**src/rtl/imem_loader.sv**
```systemverilog
// UART bootloader: receives 8N1 bytes, packs them little-endian into
// 32-bit words and writes them to instruction memory while holding the CPU.
module imem_loader #(
  parameter int CLKS_PER_BIT = 434,
  parameter int DEPTH_LOG2   = 8
) (
  input  logic        clk,
  input  logic        rst,
  input  logic        rx,
  input  logic        load_en,
  output logic        imem_we,
  output logic [31:0] imem_addr,
  output logic [31:0] imem_wdata,
  output logic        cpu_hold,
  output logic [15:0] word_count,
  output logic        frame_err,
  output logic        overflow
);

  localparam int CW = $clog2(CLKS_PER_BIT + 1);
  localparam logic [CW-1:0] HALF = CW'(CLKS_PER_BIT / 2);
  localparam logic [CW-1:0] FULL = CW'(CLKS_PER_BIT);
  localparam logic [CW-1:0] ONE  = CW'(1);
  localparam logic [16:0]   CAP  = 17'(1 << DEPTH_LOG2);

  typedef enum logic [1:0] {
    RX_IDLE, RX_START, RX_DATA, RX_STOP
  } rx_state_t;

  typedef enum logic [1:0] {
    IDLE, LOAD, FINISH
  } ctl_state_t;

  logic          r_rx_s1;
  logic          r_rx_s2;
  rx_state_t     r_rx_state;
  rx_state_t     w_rx_next;
  logic [CW-1:0] r_cnt;
  logic [2:0]    r_bit;
  logic [7:0]    r_shift;
  logic [7:0]    r_byte;
  logic          r_byte_vld;
  logic          r_stop_bad;
  logic          w_tick;

  ctl_state_t    r_state;
  ctl_state_t    w_next;
  logic          r_we;
  logic [31:0]   r_addr;
  logic [31:0]   r_wdata;
  logic          r_hold;
  logic [15:0]   r_count;
  logic [1:0]    r_idx;
  logic          r_frame_err;
  logic          r_overflow;

  // the counter holds the cycles left until the next mid-bit sample
  assign w_tick = (r_cnt == ONE);

  // two-flop synchronizer for the asynchronous serial line
  always_ff @(posedge clk) begin
    if (rst) begin
      r_rx_s1 <= 1'b1;
      r_rx_s2 <= 1'b1;
    end else begin
      r_rx_s1 <= rx;
      r_rx_s2 <= r_rx_s1;
    end
  end

  // receiver state register
  always_ff @(posedge clk) begin
    if (rst) r_rx_state <= RX_IDLE;
    else     r_rx_state <= w_rx_next;
  end

  // receiver next-state logic
  always_comb begin
    w_rx_next = r_rx_state;
    unique case (r_rx_state)
      RX_IDLE:  if (!r_rx_s2) w_rx_next = RX_START;
      RX_START: if (w_tick)
                  w_rx_next = r_rx_s2 ? RX_IDLE : RX_DATA;
      RX_DATA:  if (w_tick && r_bit == 3'd7)
                  w_rx_next = RX_STOP;
      RX_STOP:  if (w_tick) w_rx_next = RX_IDLE;
      default:  w_rx_next = RX_IDLE;
    endcase
  end

  // receiver datapath: bit timing, shift register, byte/error pulses
  always_ff @(posedge clk) begin
    if (rst) begin
      r_cnt      <= '0;
      r_bit      <= '0;
      r_shift    <= '0;
      r_byte     <= '0;
      r_byte_vld <= 1'b0;
      r_stop_bad <= 1'b0;
    end else begin
      r_byte_vld <= 1'b0;
      r_stop_bad <= 1'b0;
      unique case (r_rx_state)
        RX_IDLE: begin
          r_cnt <= HALF;
          r_bit <= '0;
        end
        RX_START: begin
          r_cnt <= w_tick ? FULL : r_cnt - ONE;
        end
        RX_DATA: begin
          if (w_tick) begin
            r_cnt   <= FULL;
            r_shift <= {r_rx_s2, r_shift[7:1]};
            r_bit   <= r_bit + 3'd1;
          end else begin
            r_cnt <= r_cnt - ONE;
          end
        end
        RX_STOP: begin
          if (w_tick) begin
            if (r_rx_s2) begin
              r_byte_vld <= 1'b1;
              r_byte     <= r_shift;
            end else begin
              r_stop_bad <= 1'b1;
            end
          end else begin
            r_cnt <= r_cnt - ONE;
          end
        end
        default: r_cnt <= HALF;
      endcase
    end
  end

  // control state register
  always_ff @(posedge clk) begin
    if (rst) r_state <= IDLE;
    else     r_state <= w_next;
  end

  // control next-state: leave LOAD only once no byte or write is pending
  always_comb begin
    w_next = r_state;
    unique case (r_state)
      IDLE:    if (load_en) w_next = LOAD;
      LOAD:    if (!load_en && r_rx_state == RX_IDLE &&
                   !r_byte_vld && !r_we)
                 w_next = FINISH;
      FINISH:  w_next = IDLE;
      default: w_next = IDLE;
    endcase
  end

  // control datapath: word packing, write strobe, address and flags
  always_ff @(posedge clk) begin
    if (rst) begin
      r_we        <= 1'b0;
      r_addr      <= '0;
      r_wdata     <= '0;
      r_hold      <= 1'b0;
      r_count     <= '0;
      r_idx       <= '0;
      r_frame_err <= 1'b0;
      r_overflow  <= 1'b0;
    end else begin
      r_we <= 1'b0;
      if (r_stop_bad) r_frame_err <= 1'b1;
      unique case (r_state)
        IDLE: begin
          if (load_en) begin
            r_addr      <= '0;
            r_count     <= '0;
            r_idx       <= '0;
            r_hold      <= 1'b1;
            r_frame_err <= 1'b0;
            r_overflow  <= 1'b0;
          end
        end
        LOAD: begin
          if (r_we) begin
            r_addr  <= r_addr + 32'd4;
            r_count <= r_count + 16'd1;
            r_idx   <= '0;
          end else if (r_byte_vld) begin
            r_wdata[{r_idx, 3'b000} +: 8] <= r_byte;
            r_idx <= r_idx + 2'd1;
            if (r_idx == 2'd3) begin
              if ({1'b0, r_count} == CAP) r_overflow <= 1'b1;
              else                        r_we       <= 1'b1;
            end
          end
        end
        FINISH: begin
          r_idx  <= '0;
          r_hold <= 1'b0;
        end
        default: r_hold <= 1'b0;
      endcase
    end
  end

  assign imem_we    = r_we;
  assign imem_addr  = r_addr;
  assign imem_wdata = r_wdata;
  assign cpu_hold   = r_hold;
  assign word_count = r_count;
  assign frame_err  = r_frame_err;
  assign overflow   = r_overflow;

endmodule

```
**config.mk**
```make
export PLATFORM = sky130hd
export DESIGN_NAME = imem_loader
export DESIGN_NICKNAME = d
export VERILOG_FILES = /design/src/rtl/imem_loader.sv
export SDC_FILE = /design/constraint.sdc
export NUM_CORES = 1
export LEC_CHECK = 0
export BUFFER_PORTS_ARGS = -buffer_cell sky130_fd_sc_hd__buf_2
export CAP_MARGIN = 20
export CORE_MARGIN = 5
export CORE_UTILIZATION = 29
export DETAILED_ROUTE_END_ITERATION = 12
export SYNTH_ARGS = -nofsm -noshare
export SYNTH_HDL_FRONTEND = slang
export SYNTH_SLANG_ARGS = --single-unit
```
**constraint.sdc**
```tcl
create_clock -name clk -period 2.42 [get_ports clk]
set_input_delay 0.242 -clock clk [delete_from_list [all_inputs] [get_ports clk]]
set_output_delay 0.242 -clock clk [all_outputs]
set_load 0.005 [all_outputs]
```
# ---- Yosys cells after proc, flatten, opt, wreduce, memory -nomap -nowiden
# Cells that the tools add are included.
dict set report op_classes {
  addsub 6
  eq_ne 23
  n_shift 2
  n_mux 39
  bitwise 6
  reduce_logical 25
}
# cell count
set op_table {}
lappend op_table {{32-bit 2-to-1 mux} 2}
lappend op_table {{32-bit case mux with 2 select lines} 1}
lappend op_table {{32-bit by 3-bit adder with 32-bit output, second input constant} 1}
lappend op_table {{32-bit bitwise mux} 1}
lappend op_table {{16-bit 2-to-1 mux} 2}
lappend op_table {{16-bit case mux with 2 select lines} 1}
lappend op_table {{8-bit by 7-bit variable shift with 32-bit output, first input constant} 1}
lappend op_table {{8-bit by 7-bit indexed part select with 32-bit output} 1}
lappend op_table {{9-bit case mux with 3 select lines} 1}
lappend op_table {{2-bit inequality test, second input constant} 13}
lappend op_table {{2-bit 2-to-1 mux} 10}
lappend op_table {{9-bit 2-to-1 mux} 2}
lappend op_table {{16-bit by 1-bit adder with 16-bit output, second input constant} 1}
lappend op_table {{16-bit by 9-bit == test with 1-bit output, second input constant} 1}
lappend op_table {{1-bit 2-to-1 mux} 12}
lappend op_table {{3-bit AND reduction} 4}
lappend op_table {{9-bit by 1-bit == test with 1-bit output, second input constant} 1}
lappend op_table {{9-bit by 1-bit subtractor with 9-bit output, second input constant} 1}
lappend op_table {{2-bit == test, second input constant} 4}
lappend op_table {{2-bit case mux with 4 select lines} 1}
lappend op_table {{2-bit AND reduction} 4}
lappend op_table {{5-bit negator with 7-bit output} 1}
lappend op_table {{1-bit inverter} 6}
lappend op_table {{2-bit case mux with 3 select lines} 1}
lappend op_table {{other kinds (19)} 28}
dict set report word_totals {
  reg_bits 122
  inputBits 4
  out_inout_bits 84
  wordCells 119
}

# ---- Depth between registers and ports, before layout
dict set report logic_depth {
  word_depth 6
  mapped_depth 9
  ltp_nobuf 7
}

# ---- Least setup slack after synthesis
# No wires, ideal clock.
dict set report synth_timing {
  kind {flip-flop to flip-flop}
  startpoint {register r_state[0]}
  endpoint {register r_count[15] (netlist: word_count[15])}
  setup_ns 0.128
  t_arrival_ns 1.676
  setup_slack_ns 0.617
  stages_incl_launch_ff 7
  n_path_buf 1
  synth_period_minus_slack_ns 1.803
  path_cell_list {dfxtp_1 -> mux2i_1 -> or3b_1 -> buf_2 -> nor4_1 -> xnor2_1 -> nor2_1}
}
dict set report synth_between {
  elab_chain_cells 3
}
# element line
set synth_rtl {}
lappend synth_rtl {{start, declared} 46} ;# ctl_state_t r_state;
lappend synth_rtl {{start signal, assigned} 140} ;# else r_state <= w_next;
lappend synth_rtl {{2-bit by 1-bit == test with 1-bit output / 2-bit zero test (equally long branches)} 170} ;# unique case (r_state)
lappend synth_rtl {{2-bit inequality test (no line) / 2-bit nonzero test (equally long branches)} -}
lappend synth_rtl {{3-bit AND reduction (no line)} -}
lappend synth_rtl {{end signal, assigned} 184} ;# r_count <= r_count + 16'd1;
lappend synth_rtl {{end, declared} 52} ;# logic [15:0] r_count;
# Parallel ways exist; a longest one is shown, timed or not.
# A chain may end at the register's enable or synchronous reset.

# ---- Final worst setup path
dict set report layout_timing {
  startpoint {register r_state[0]}
  endpoint {register r_addr[26] (netlist: imem_addr[26])}
}
dict set report layout_between {
  elab_chain_cells 3
}
# element line
set layout_rtl {}
lappend layout_rtl {{2-bit by 1-bit == test with 1-bit output / 2-bit zero test (equally long branches)} 170}
lappend layout_rtl {{2-bit inequality test (no line) / 2-bit nonzero test (equally long branches)} -}
lappend layout_rtl {{3-bit AND reduction (no line)} -}
lappend layout_rtl {{end signal, assigned} 183} ;# r_addr <= r_addr + 32'd4;
lappend layout_rtl {{end, declared} 49} ;# logic [31:0] r_addr;
# Parallel ways exist; a longest one is shown, timed or not.

==> flow_summary.toml <==
[sta]
finalSetupTns_ns = 0
fin_skew_ns = 0.01008
finalSetupViolCount = 0
hold-worst-slack_ns = 0.02324
period_share = 0.8577
slew_violations = 0
slew_headroom = 0.4408
rsz0062_at_grt = "false"
max_slew.worst_pin.slew_ns = 0.8388
finalCriticalPeriod_ns = 2.076
hold_viol_final = 0
max_freq_mhz = 481.8

[floorplan]
die_area_um2 = 20850
io_pins = 88
initial_core_util = 0.2926
core-area_um2 = 17900
die_h_um = 144.4
die_x_um = 144.4
rows = 49

[final_layout]
final_common_cell = "dfxtp_1"
drive_above_1_share = 0.1922
layout_common_cells = "dfxtp_1, nand2_1, buf_2"
fin_nets = 748
area_growth_pct = 24.50
diodes = 0

[grt]
grt_use_met3 = 0.02646
grt_max_degree = 75
grt_pass1_wl_um = 21270
met1_usage = 0.1727
use_met2 = 0.1941
grt_pass1_vias = 4186
grt.overflow.total = 0
grt-busiest-layer = "met2"
track_usage = 0.1253
antenna_found_initial = 0

[clocking]
cts_buffers = 17
cts_buffer_depth = 2
htree_levels = 4
cts_tree = "done"
hold_buffers = 0
clock_latency_ns = 0.41
clk_pin_slew_ns = 0.06
cts_setup_buffers = 0
cts_resized = 0
cts-root-buf = "clkbuf_16"
cts_sinks = 120

[yosys]
synthArstFlopShare = 0
ys.flop_type = "dfxtp_1"
synth_compound_area_frac = 0.1060
ys_seq_area_frac = 0.4586
synthSimpleGateAreaFrac = 0.2876
synth_cells = 637
ys_warn_count = 0
synth_mux_area_frac = 0.005732
synth_fa_ha_area_frac = 0.04299
synth_top_family_by_area = "simple AND/OR/NAND/NOR gates"
synth_edf_count = 0
ys_ff_latch = 120
synthXorXnorAreaFrac = 0.06520
synth_cell_types = 48
syn_area_um2 = 5239
synth_area_per_cell_um2 = 8.224

[power_and_ir_drop]
peakVddDrop_mv = 0.4620
p_leak_nw = 2.521
power.total_w = 0.004774
p_per_area_nw_per_um2 = 731.9

[critical_path]
crit_start = "r_state[0]"
start_kind = "flip-flop"
setup.worst_path.end = "imem_addr[26]"
cp.arrival_ns = 2.42
crit_required_ns = 2.76
endpoint_kind = "flip-flop"
rr_worst_depth = 5
worstReg2RegStart = "r_state[0]"
critPathMaxFanout = 9
r2r_end = "imem_addr[26]"
critPathKind = "reg -> reg"
rrSetupSlack_ns = 0.34

[routing]
routed_wl_um = 13120
remaining_drc_errors = 0
ant_nets = 0
drtPass1Iterations = 4
routed_via_density = 4.786
drt-initial-drc-count = 223
routedWlPerCell_um = 13.55
vias = 4633

[place]
portBuffers = 85
gp_congestion = 0.7896
dpl.hpwl_um = 9001

[status]
status = "finished clean"

[min_path]
worstHoldPathType = "in -> reg"

[run]
maxCapViolations = 0
critical path: stages, from the launching register on:
cell     delay (ns)
dfxtp_1        0.42
mux2i_1        0.26
nor3_1         0.38
nand4_1        0.36
or3_1          0.45
a21oi_1        0.13
final cells by class:
cell class / instances / area, um^2
fillers: 1867 / 11380
repair buffers: 98 / 523.0
well taps: 229 / 286.5
multi-input cells: 474 / 2666
inverters: 15 / 56.30
flip-flops and latches: 120 / 2402
clock buffers: 18 / 439.2
clock inverters: 14 / 148.9
worst min path at each step:
stage | startpoint | end | cells past startpoint
2_1_floorplan | rx | r_rx_s1 | 1
3_3_place_gp | r_rx_s1 | r_rx_s2 | 1
3_5_place_dp | r_rx_s1 | r_rx_s2 | 1
4_1_cts | rx | r_rx_s1 | 2
5_1_grt | rx | r_rx_s1 | 2
6_report | rx | r_rx_s1 | 2
Yosys cell counts (2+ instances only):
master,instances,area [um^2]
dfxtp_1,120,2402
nand2_1,91,341.6
a21oi_1,73,365.4
nand3_1,66,330.3
nor2_1,64,240.2
clkbuf_1,26,97.59
xor2_1,26,227.7
ha_1,18,225.2
nor3_1,16,80.08
inv_1,15,56.30
nand4_1,13,81.33
xnor2_1,13,113.9
and3_1,10,62.56
o21ai_0,10,50.05
or3_1,10,62.56
nor4_1,8,50.05
or2_2,6,37.54
nor3b_1,5,37.54
o21a_1,4,30.03
and4_1,3,26.28
mux2i_1,3,30.03
nand2b_1,3,18.77
nor2b_1,3,18.77
a22oi_1,2,15.01
a31o_2,2,17.52
a31oi_1,2,12.51
buf_4,2,15.01
nand3b_1,2,15.01
nor4b_1,2,17.52
flip-flops by register name (all words and copies together) (netlist names), 2 cells and up:
| name | count |
|---|---|
| imem_wdata | 32 |
| imem_addr | 30 |
| word_count | 16 |
| r_cnt | 9 |
| r_byte | 8 |
| r_shift | 8 |
| r_bit | 3 |
| r_idx | 2 |
| r_rx_state | 2 |
| r_state | 2 |
metrics by stage:
stage | utilization | cell area, um^2 | setup WS [ns] | std cells
2_1_floorplan | - | 5243 | 0.6168 | 638
5_1_grt | 0.3643 | 6523 | 0.09693 | 968
6_report | 0.3643 | 6523 | 0.3443 | 968
3_5_place_dp | 0.3315 | 5934 | 0.3468 | 936
4_1_cts | 0.3643 | 6523 | 0.3352 | 968
3_3_place_gp | 0.3315 | 5934 | 0.3795 | 936
per-layer routing:
layer	wire [um]	vias up
met5	0	-
met1	6181	2139
met2	6016	99
met3	684	20
met4	234	0
li1	-	2375
report_power, final:
group	total (W)	switching (W)	internal, W
sequential	0.00203	0.0000270	0.00200
combinational	0.000249	0.000158	0.0000906
clock	0.00250	0.000950	0.00155
total	0.00477	0.00114	0.00364
cell families after synthesis:
| kind of cell | count (synthesis) |
|---|---|
| fa+ha+maj | 18 |
| other cells | 1 |
| xor+xnor | 39 |
| mux | 3 |
| buf+inv | 44 |
| simple gates | 311 |
| compound gates | 101 |
| flops | 120 |
Power figures use the tool's default switching activity.
